### src/rtl/jtcontra_gfx_pkg.sv
// Shared definitions for the contra graphics ROM arbitration logic.
// Requester slot indices and the arbiter state encoding.
package jtcontra_gfx_pkg;

   localparam int OBJ  = 0;
   localparam int SCRA = 1;
   localparam int SCRB = 2;

   typedef enum logic [1:0] {
      ST_IDLE  = 2'd0,
      ST_ISSUE = 2'd1,
      ST_WAIT  = 2'd2,
      ST_DONE  = 2'd3
   } arb_state_e;

endpackage

### src/rtl/jtcontra_rr_pick.sv
// One-hot round-robin picker: the prio requester wins outright, otherwise the
// first active requester found searching upward from ptr (wrapping, prio skipped).
module jtcontra_rr_pick #(
   parameter int N  = 3,
   parameter int IW = 2
) (
   input  logic [N-1:0]  req,
   input  logic [IW-1:0] ptr,
   input  logic [IW-1:0] prio,
   output logic [N-1:0]  win
);

   int   p;
   int   idx;
   logic found;

   always_comb begin
      win   = '0;
      found = 1'b0;
      p     = int'(prio);
      idx   = 0;
      for (int j = 0; j < N; j++) begin
         if (j == p && req[j]) begin
            win[j] = 1'b1;
            found  = 1'b1;
         end
      end
      for (int i = 0; i < N; i++) begin
         idx = int'(ptr) + i;
         if (idx >= N) idx = idx - N;
         for (int j = 0; j < N; j++) begin
            if (!found && j == idx && j != p && req[j]) begin
               win[j] = 1'b1;
               found  = 1'b1;
            end
         end
      end
   end

endmodule

### src/rtl/jtcontra_gfx_rom_arb.sv
// Shares one graphics ROM SDRAM slot between the obj engine and both tile layers.
// One grant at a time; data and ok are routed back to the granted requester only.
//
// state | meaning
// IDLE  | no transfer; pick a winner as soon as any cs is high
// ISSUE | address just presented to the slot; rom_ok is stale and ignored
// WAIT  | waiting for rom_ok; handles withdrawal and address changes
// DONE  | req_ok pulse visible; grant released at the end of the cycle
module jtcontra_gfx_rom_arb
   import jtcontra_gfx_pkg::*;
#(
   parameter int N    = 3,
   parameter int AW   = 18,
   parameter int DW   = 16,
   parameter int PRIO = 0
) (
   input  logic            clk,
   input  logic            rst,
   input  logic [N-1:0]    req_cs,
   input  logic [N*AW-1:0] req_addr,
   output logic [N-1:0]    req_ok,
   output logic [DW-1:0]   req_data,
   output logic            rom_cs,
   output logic [AW-1:0]   rom_addr,
   input  logic            rom_ok,
   input  logic [DW-1:0]   rom_data,
   output logic [N-1:0]    gnt
);

   localparam int IW = (N > 1) ? $clog2(N) : 1;
   localparam logic [IW-1:0] PTR_RST  = (N > 1) ? IW'(1) : '0;
   localparam logic [IW-1:0] PRIO_IDX = IW'(PRIO);

   arb_state_e    state_q, state_d;
   logic          rom_cs_q, rom_cs_d;
   logic [AW-1:0] rom_addr_q, rom_addr_d;
   logic [N-1:0]  req_ok_q, req_ok_d;
   logic [DW-1:0] req_data_q, req_data_d;
   logic [N-1:0]  gnt_q, gnt_d;
   logic [IW-1:0] ptr_q, ptr_d;

   logic [N-1:0]  win;
   logic [AW-1:0] w_addr;
   logic [AW-1:0] g_addr;
   logic          g_cs;
   logic [IW-1:0] ptr_win;
   int            nxt;

   jtcontra_rr_pick #(.N(N), .IW(IW)) u_pick (
      .req  (req_cs),
      .ptr  (ptr_q),
      .prio (PRIO_IDX),
      .win  (win)
   );

   // Pointer moves past the winner, never landing on the prio slot.
   always_comb begin
      w_addr  = '0;
      g_addr  = '0;
      ptr_win = ptr_q;
      nxt     = 0;
      for (int j = 0; j < N; j++) begin
         if (win[j]) w_addr = req_addr[j*AW +: AW];
         if (gnt_q[j]) g_addr = req_addr[j*AW +: AW];
         if (win[j] && j != PRIO) begin
            nxt = j + 1;
            if (nxt >= N) nxt = 0;
            if (nxt == PRIO) nxt = nxt + 1;
            if (nxt >= N) nxt = 0;
            ptr_win = IW'(nxt);
         end
      end
      g_cs = |(req_cs & gnt_q);
   end

   always_comb begin
      state_d    = state_q;
      rom_cs_d   = rom_cs_q;
      rom_addr_d = rom_addr_q;
      req_ok_d   = req_ok_q;
      req_data_d = req_data_q;
      gnt_d      = gnt_q;
      ptr_d      = ptr_q;
      case (state_q)
         ST_IDLE: begin
            if (|req_cs) begin
               rom_cs_d   = 1'b1;
               rom_addr_d = w_addr;
               gnt_d      = win;
               ptr_d      = ptr_win;
               state_d    = ST_ISSUE;
            end
         end
         ST_ISSUE: state_d = ST_WAIT;
         ST_WAIT: begin
            if (!g_cs) begin
               rom_cs_d = 1'b0;
               gnt_d    = '0;
               state_d  = ST_IDLE;
            end else if (g_addr != rom_addr_q) begin
               rom_addr_d = g_addr;
               state_d    = ST_ISSUE;
            end else if (rom_ok) begin
               req_data_d = rom_data;
               req_ok_d   = gnt_q;
               rom_cs_d   = 1'b0;
               state_d    = ST_DONE;
            end
         end
         ST_DONE: begin
            req_ok_d = '0;
            gnt_d    = '0;
            state_d  = ST_IDLE;
         end
         default: state_d = ST_IDLE;
      endcase
   end

   always_ff @(posedge clk) begin
      if (rst) begin
         state_q    <= ST_IDLE;
         rom_cs_q   <= 1'b0;
         rom_addr_q <= '0;
         req_ok_q   <= '0;
         req_data_q <= '0;
         gnt_q      <= '0;
         ptr_q      <= PTR_RST;
      end else begin
         state_q    <= state_d;
         rom_cs_q   <= rom_cs_d;
         rom_addr_q <= rom_addr_d;
         req_ok_q   <= req_ok_d;
         req_data_q <= req_data_d;
         gnt_q      <= gnt_d;
         ptr_q      <= ptr_d;
      end
   end

   assign rom_cs   = rom_cs_q;
   assign rom_addr = rom_addr_q;
   assign req_ok   = req_ok_q;
   assign req_data = req_data_q;
   assign gnt      = gnt_q;

endmodule

### config.mk
export PLATFORM = sky130hd
export DESIGN_NAME = jtcontra_gfx_rom_arb
export DESIGN_NICKNAME = d
export VERILOG_FILES = /design/src/rtl/jtcontra_gfx_pkg.sv /design/src/rtl/jtcontra_rr_pick.sv /design/src/rtl/jtcontra_gfx_rom_arb.sv
export SDC_FILE = /design/constraint.sdc
export NUM_CORES = 1
export LEC_CHECK = 0
export BUFFER_PORTS_ARGS = -buffer_cell sky130_fd_sc_hd__clkbuf_2
export CAP_MARGIN = 20
export CELL_PAD_IN_SITES_DETAIL_PLACEMENT = 1
export CELL_PAD_IN_SITES_GLOBAL_PLACEMENT = 1
export CORE_AREA = 2 2 105 132
export DETAILED_ROUTE_END_ITERATION = 12
export DIE_AREA = 0 0 107 134
export GPL_TIMING_DRIVEN = 0
export PLACE_DENSITY_LB_ADDON = 0.1
export SETUP_SLACK_MARGIN = 0.02
export SLEW_MARGIN = 10
export SYNTH_ARGS = -nofsm -noshare
export SYNTH_HDL_FRONTEND = slang
export SYNTH_SLANG_ARGS = --single-unit
### constraint.sdc
create_clock -name clk -period 2.94 [get_ports clk]
set_clock_uncertainty 0.2 [all_clocks]
set_input_delay 0.294 -clock clk [delete_from_list [all_inputs] [get_ports clk]]
set_output_delay 0.294 -clock clk [all_outputs]
set_load 0.1 [all_outputs]
-- Word-level counts from Yosys, hierarchy flattened
Index checks and enable logic that the tools add are counted.
- bits in writable memories: 0
- output and inout port bits: 41
- logic and storage cells: 119
- latch bits: 0
- register bits after elaboration: 45
- memory bits (read-only): 0
- input port bits: 76
- memories: 0
- $lt $le $gt $ge: 4
- bitwise logic cells: 2
- muxes and demuxes: 48
- multiply operators: 0
- eq/ne operators: 19
- divide/modulo/power cells: 0
- reductions and logical operators: 33
- $add $sub $neg: 6
- shift operators: 0
- operators with widths (kind ; count):
    32-bit 2-to-1 mux ; 6
    18-bit 2-to-1 mux ; 9
    2-bit by 32-bit equality test with 1-bit output, first input constant ; 3
    3-bit by 32-bit equality test with 1-bit output, first input constant ; 3
    32-bit by 3-bit greater-or-equal comparator with 1-bit output, second input constant ; 3
    32-bit by 3-bit subtractor with 32-bit output, second input constant ; 2
    18-bit one-hot mux with 2 select lines ; 1
    32-bit by 2-bit adder with 32-bit output, second input constant ; 1
    32-bit logical NOT ; 1
    18-bit inequality test ; 1
    1-bit 2-to-1 mux ; 16
    4-bit AND reduction ; 4
    3-bit 2-to-1 mux ; 5
    2-bit 2-to-1 mux ; 7
    1-bit logical AND ; 12
    2-bit inequality test, second input constant ; 6
    3-bit one-hot mux with 3 select lines ; 1
    2-bit one-hot mux with 4 select lines ; 1
    1-bit logical NOT ; 6
    3-bit inequality test, second input constant ; 2
    3-bit one-hot mux with 2 select lines ; 1
    3-bit AND reduction ; 2
    2-bit nonzero test ; 3
    3-bit OR reduction ; 2
    13 further kinds ; 14

-- Logic depth before layout (Yosys ltp)
- depth in word-level cells: 33
- gate-level depth with buffers: 11
- depth with buffers taken out: 9

-- By module
Synthesis repeated with hierarchy kept, for this count alone.
- cells, all modules: 483
- area total of the unflattened synthesis: 3639.7 um2
- modules (own cells, without submodules) (module ; area each (um2) ; sequential area each (um2) ; cells an instance ; instances):
    jtcontra_gfx_rom_arb ; 3408.3 ; 900.9 ; 448 ; 1
    jtcontra_rr_pick ; 231.5 ; 0.0 ; 35 ; 1

-- Least setup slack after synthesis
OpenSTA, ideal clock, no wires.
- path type: reg-to-reg
- start point: reg gnt_q[0] (netlist: gnt[0])
- end point: reg req_data_q[10] (netlist: req_data[10])
- setup time: 132 ps
- setup slack: -227 ps
- path buffers: 3
- stages on the path, launching flop included: 11
- arrival: 2835 ps
- data required time: 2608 ps
- period minus slack after synthesis: 3167 ps
- cells stage by stage: dfxtp_1 buf_6 buf_6 nand3_1 a22oi_1 o21ai_0 a2111oi_4 o2111ai_4 buf_6 o31ai_2 a21oi_1
- cells in the longest elaborated chain, start to end: 6
- elaborated cells between the ends (all ways): 8
- those cells by class: eq/ne (1); mux (3); bitwise (2); reduce/logical (2)
- RTL lines (element ; line ; source):
    start, declared ; jtcontra_gfx_rom_arb.sv:39 ; logic [N-1:0] gnt_q, gnt_d;
    start signal, assigned ; jtcontra_gfx_rom_arb.sv:134 ; gnt_q <= gnt_d;
    18-bit 2-to-1 mux (3 in a row) ; jtcontra_gfx_rom_arb.sv:64 ; if (gnt_q[j]) g_addr = req_addr[j*AW +: AW];
    18-bit inequality test ; jtcontra_gfx_rom_arb.sv:100 ; end else if (g_addr != rom_addr_q) begin
    1-bit NOT (no source line) ; -- ;
    4-bit AND reduction (no source line) * ; -- ;
    end signal, assigned ; jtcontra_gfx_rom_arb.sv:133 ; req_data_q <= req_data_d;
    end, declared ; jtcontra_gfx_rom_arb.sv:38 ; logic [DW-1:0] req_data_q, req_data_d;
Every way passes the cells marked *; elsewhere a longest branch is shown, timed or not.
A chain may end at the register's enable or synchronous reset.

-- Final worst setup path
- start point: reg ptr_q[0]
- end point: reg rom_addr_q[8] (netlist: rom_addr[8])
- cells in the longest elaborated chain, start to end: 29
- elaborated cells between the ends (all ways): 49
- those cells by class: add/sub (5); order compare (3); eq/ne (6); mux (18); reduce/logical (17)
- RTL lines (element ; line ; source):
    start, declared ; jtcontra_gfx_rom_arb.sv:40 ; logic [IW-1:0] ptr_q, ptr_d;
    start signal, assigned ; jtcontra_gfx_rom_arb.sv:135 ; ptr_q <= ptr_d;
    branches (longest 26 deep; another with 32-bit by 3-bit subtractor with 32-bit output) ; -- ;
    18-bit 2-to-1 mux * ; jtcontra_gfx_rom_arb.sv:63 ; if (win[j]) w_addr = req_addr[j*AW +: AW];
    18-bit 2-to-1 mux * ; jtcontra_gfx_rom_arb.sv:86 ; if (|req_cs) begin
    18-bit one-hot mux with 2 select lines * ; jtcontra_gfx_rom_arb.sv:84 ; case (state_q)
    end signal, assigned ; jtcontra_gfx_rom_arb.sv:131 ; rom_addr_q <= rom_addr_d;
    end, declared ; jtcontra_gfx_rom_arb.sv:36 ; logic [AW-1:0] rom_addr_q, rom_addr_d;
Every way passes the cells marked *. The select of a mux whose other input is x is not followed.

==> out/results.tsv <==
stage	metric	value	unit
die	dieArea	14300	µm²
yosys	synth_flop_cell	dfxtp_1	
cells_and_area	area_growth	27.1	%
placed_design	place_congestion	0.952	
clock_tree	cts_tree	built	
cells_and_area	n_antenna_cell	0	
yosys	synth_area_per_cell	7.80	µm²
clock_tree	clkTransAtPathRegs	0.07	ns
critical_path	crit_path_top_delay_cell	and3_1	
yosys	ys_ff_latch	45	
clock_tree	clockBufferDepth	2	
detailed_routing	detail-route-antenna-nets	0	
detailed_routing	wirelength	19.1	mm
yosys	synth_cell_types	63	
cells_and_area	final_cells	791	
clock_tree	cts_buffers	5	
die	dieHeight	134	µm
pwr	p_comb_frac	0.441	
critical_path	crit_type	flop to flop	
die	placementRows	47	
global_routing	grt_pass1_vias	4967	
timing	final-hold-violation-count	0	
timing	relSlewSlack	0.484	
die	start_util	0.293	
global_routing	grt_usage	0.265	
status	status	finished clean	
clock_tree	clkSinkCount	45	
die	fp.dieW	107	µm
clock_tree	holdBufCountCts	0	
yosys	synth_nets	571	
pwr	p_clk_frac	0.256	
clock_tree	cts_root_buf	clkbuf_16	
timing	finalSetupViolCount	0	
clock_tree	cts_max_level	2	
placed_design	port-buffer-count	115	
global_routing	met1_usage	0.304	
pwr	sw_frac_of_total	0.454	
global_routing	grt_pass1_wl	28.8	mm
detailed_routing	num_vias	4849	
timing	slew_violations	0	
yosys	syn-cell-area	3840	µm²
yosys	async_flop_share	0	
global_routing	grt.overflow.total	0	
timing	min_period	2.83	ns
critical_path	start_kind	flop	
yosys	yosys_warnings	0	
global_routing	busiest_layer	met2	
critical_path	crit_chain	inv_1 -> ha_1 -> nor2_1 -> o22ai_1 -> and3_1 -> buf_2 -> a222oi_1 -> a211oi_1 -> o21ai_0 -> nand2_1	
detailed_routing	wl_per_cell	24.1	µm
cells_and_area	layout.nets	697	
pwr	leakage	1.90	nW
pwr	switching_power	1.05	mW
detailed_routing	drc	0	
detailed_routing	drtIter0Drc	337	
pwr	ir_worst_vdd	0.181	mV
global_routing	grt_use_met2	0.468	
timing	whs	0.0293	ns
die	io_pins	117	
yosys	yosysSeqAreaShare	0.234	
placed_design	post-place-cells	780	
placed_design	dp_hpwl	14.1	mm
timing	period_share	0.963	
global_routing	antenna_found_initial	0	
detailed_routing	post_drt_via_cell_ratio	6.13	
pwr	p_int	1.27	mW
global_routing	grt_max_degree	15	
critical_path	endpoint_kind	flop	
pwr	power_density	475	nW/µm²
critical_path	arrival	2.87	ns
pwr	power.share.sequential	0.303	
job	maxCapViolCount	0	
critical_path	required	2.98	ns
timing	max_freq	0.353	GHz
timing	rsz0062_at_grt	yes	
yosys	synth-edff-count	0	
global_routing	met3_usage	0.0394	
die	core_area	13100	µm²
clock_tree	clock_latency	0.30	ns
detailed_routing	first_pass_iters	5	
hold_path	hold_class	input pin to flop	
timing	tightest_slew	0.775	ns
critical_path	worstPathMaxFanout	10	
yosys	syn-instance-count	493	
cells_and_area	drive_gt1_frac	0.306	
critical_path	slowest_delay	0.53	ns
-- worst max-delay path: cells and delay by family, from the launching register on --
kind / cells / cell delay (ns)
adder cells (fa/ha/maj): 1 / 0.30
AO/OA/AOI/OAI: 4 / 0.82
AND/OR/NAND/NOR: 3 / 0.66
buffers and inverters: 2 / 0.42
flip-flops: 1 / 0.38
-- placed cells by master (no fill, tap or decap), types with 9 or more instances in the layout --
master	instances
nor2b_1	9
a22oi_1	17
o31ai_1	14
a211oi_1	31
o2111ai_1	11
nand2_1	21
clkbuf_2	121
o31ai_2	10
nand4_1	26
o21ai_0	25
dfxtp_2	13
inv_1	24
nand2b_1	12
xor2_1	10
dfxtp_1	32
nor2_1	28
xnor2_1	11
clkbuf_1	22
buf_2	11
a21oi_1	34
a222oi_1	19
-- kinds of logic (layout without fill, tap and decap cells) --
| logic type | after synthesis | count (layout) | synth area share |
|---|---|---|---|
| and+or+nand+nor | 129 | 129 | 0.179 |
| xor gates and xnor gates | 21 | 21 | 0.0478 |
| buffers and inverters | 80 | 207 | 0.0983 |
| adders and majority gates | 2 | 2 | 0.00651 |
| DFF | 45 | 45 | 0.234 |
| AOI/OAI and AO/OA | 214 | 214 | 0.428 |
| muxes | 2 | 2 | 0.00553 |
-- path summary, 6_finish.rpt --
path / start / end / slack [ns] / depth (start not counted)
worst max-delay path: ptr_q[0]$_SDFFE_PP1P_ / rom_addr[8]$_SDFFE_PP0P_ / 0.11 / 10
worst min-delay path: rom_data[8] / req_data[8]$_SDFFE_PP0P_ / 0.03 / 3
worst max register to register: ptr_q[0]$_SDFFE_PP1P_ / rom_addr[8]$_SDFFE_PP0P_ / 0.11 / 10
worst min register to register: req_data[8]$_SDFFE_PP0P_ / req_data[8]$_SDFFE_PP0P_ / 0.28 / 2
-- synthesized netlist by cell type, types with 9 or more instances --
cell | instances | area [µm²]
a21oi_1 | 34 | 170
nor2_1 | 28 | 105
xor2_1 | 10 | 87.6
o31ai_2 | 10 | 125
xnor2_1 | 11 | 96.3
dfxtp_1 | 45 | 901
a222oi_1 | 19 | 190
o31ai_1 | 14 | 105
inv_1 | 24 | 90.1
o21ai_0 | 26 | 130
nand2b_1 | 12 | 75.1
nand2_1 | 21 | 78.8
clkbuf_1 | 27 | 101
o2111ai_1 | 12 | 105
nand4_1 | 26 | 163
buf_2 | 11 | 55.1
a22oi_1 | 17 | 128
a211oi_1 | 31 | 233
nor2b_1 | 9 | 56.3
-- repair_timing --
action	CTS	global route
resized for setup	6	13
pin swaps	3	2
setup buffers	5	0
setup endpoints to repair	30	37
-- per-stage QoR --
step / util / worst slack (ns) / setup TNS, ns / power (mW) / cell area (µm²)
floorplan: - / 0.0335 / 0 / 1.38 / 3860
global placement: 0.355 / -0.201 / -1.47 / 1.69 / 4650
detailed placement: 0.355 / -0.281 / -1.83 / 1.70 / 4650
CTS: 0.370 / 0.0540 / 0 / 2.32 / 4850
global route: 0.373 / 0.000454 / 0 / 2.42 / 4890
finish: 0.373 / 0.110 / 0 / 2.32 / 4890
-- area by class of cell --
type,instances,area [µm²]
Tap cell,171,214
Buffer,52,298
Inverter,26,98.8
Timing Repair Buffer,121,631
Sequential cell,45,917
Clock buffer,6,129
Clock inverter,2,15.0
Fill cell,1689,8230
Multi-Input combinational cell,368,2580
-- metal layers --
layer  share of wire  wire (µm)  vias to the layer above
met1            0.39       7460                     2382
li1                -          -                     2205
met5               0          0                        -
met3           0.055       1050                       59
met2            0.50       9600                      203
met4           0.050        953                        0
-- sequential cells by signal (all words and copies together) (netlist names) --
| signal | count |
|---|---|
| ptr_q | 2 |
| req_ok | 3 |
| gnt | 3 |
| rom_cs | 1 |
| rom_addr | 18 |
| req_data | 16 |
| state_q | 2 |
-- power groups by stage --
stage | logic [mW] | registers (mW) | clock network, mW
after global routing | 1.08 | 0.708 | 0.635
after global placement | 0.973 | 0.714 | 0
final | 1.02 | 0.703 | 0.595
after detailed placement | 0.983 | 0.715 | 0
after CTS | 1.00 | 0.701 | 0.612
after floorplan | 0.437 | 0.943 | 0
Power figures use the tool's default switching activity.
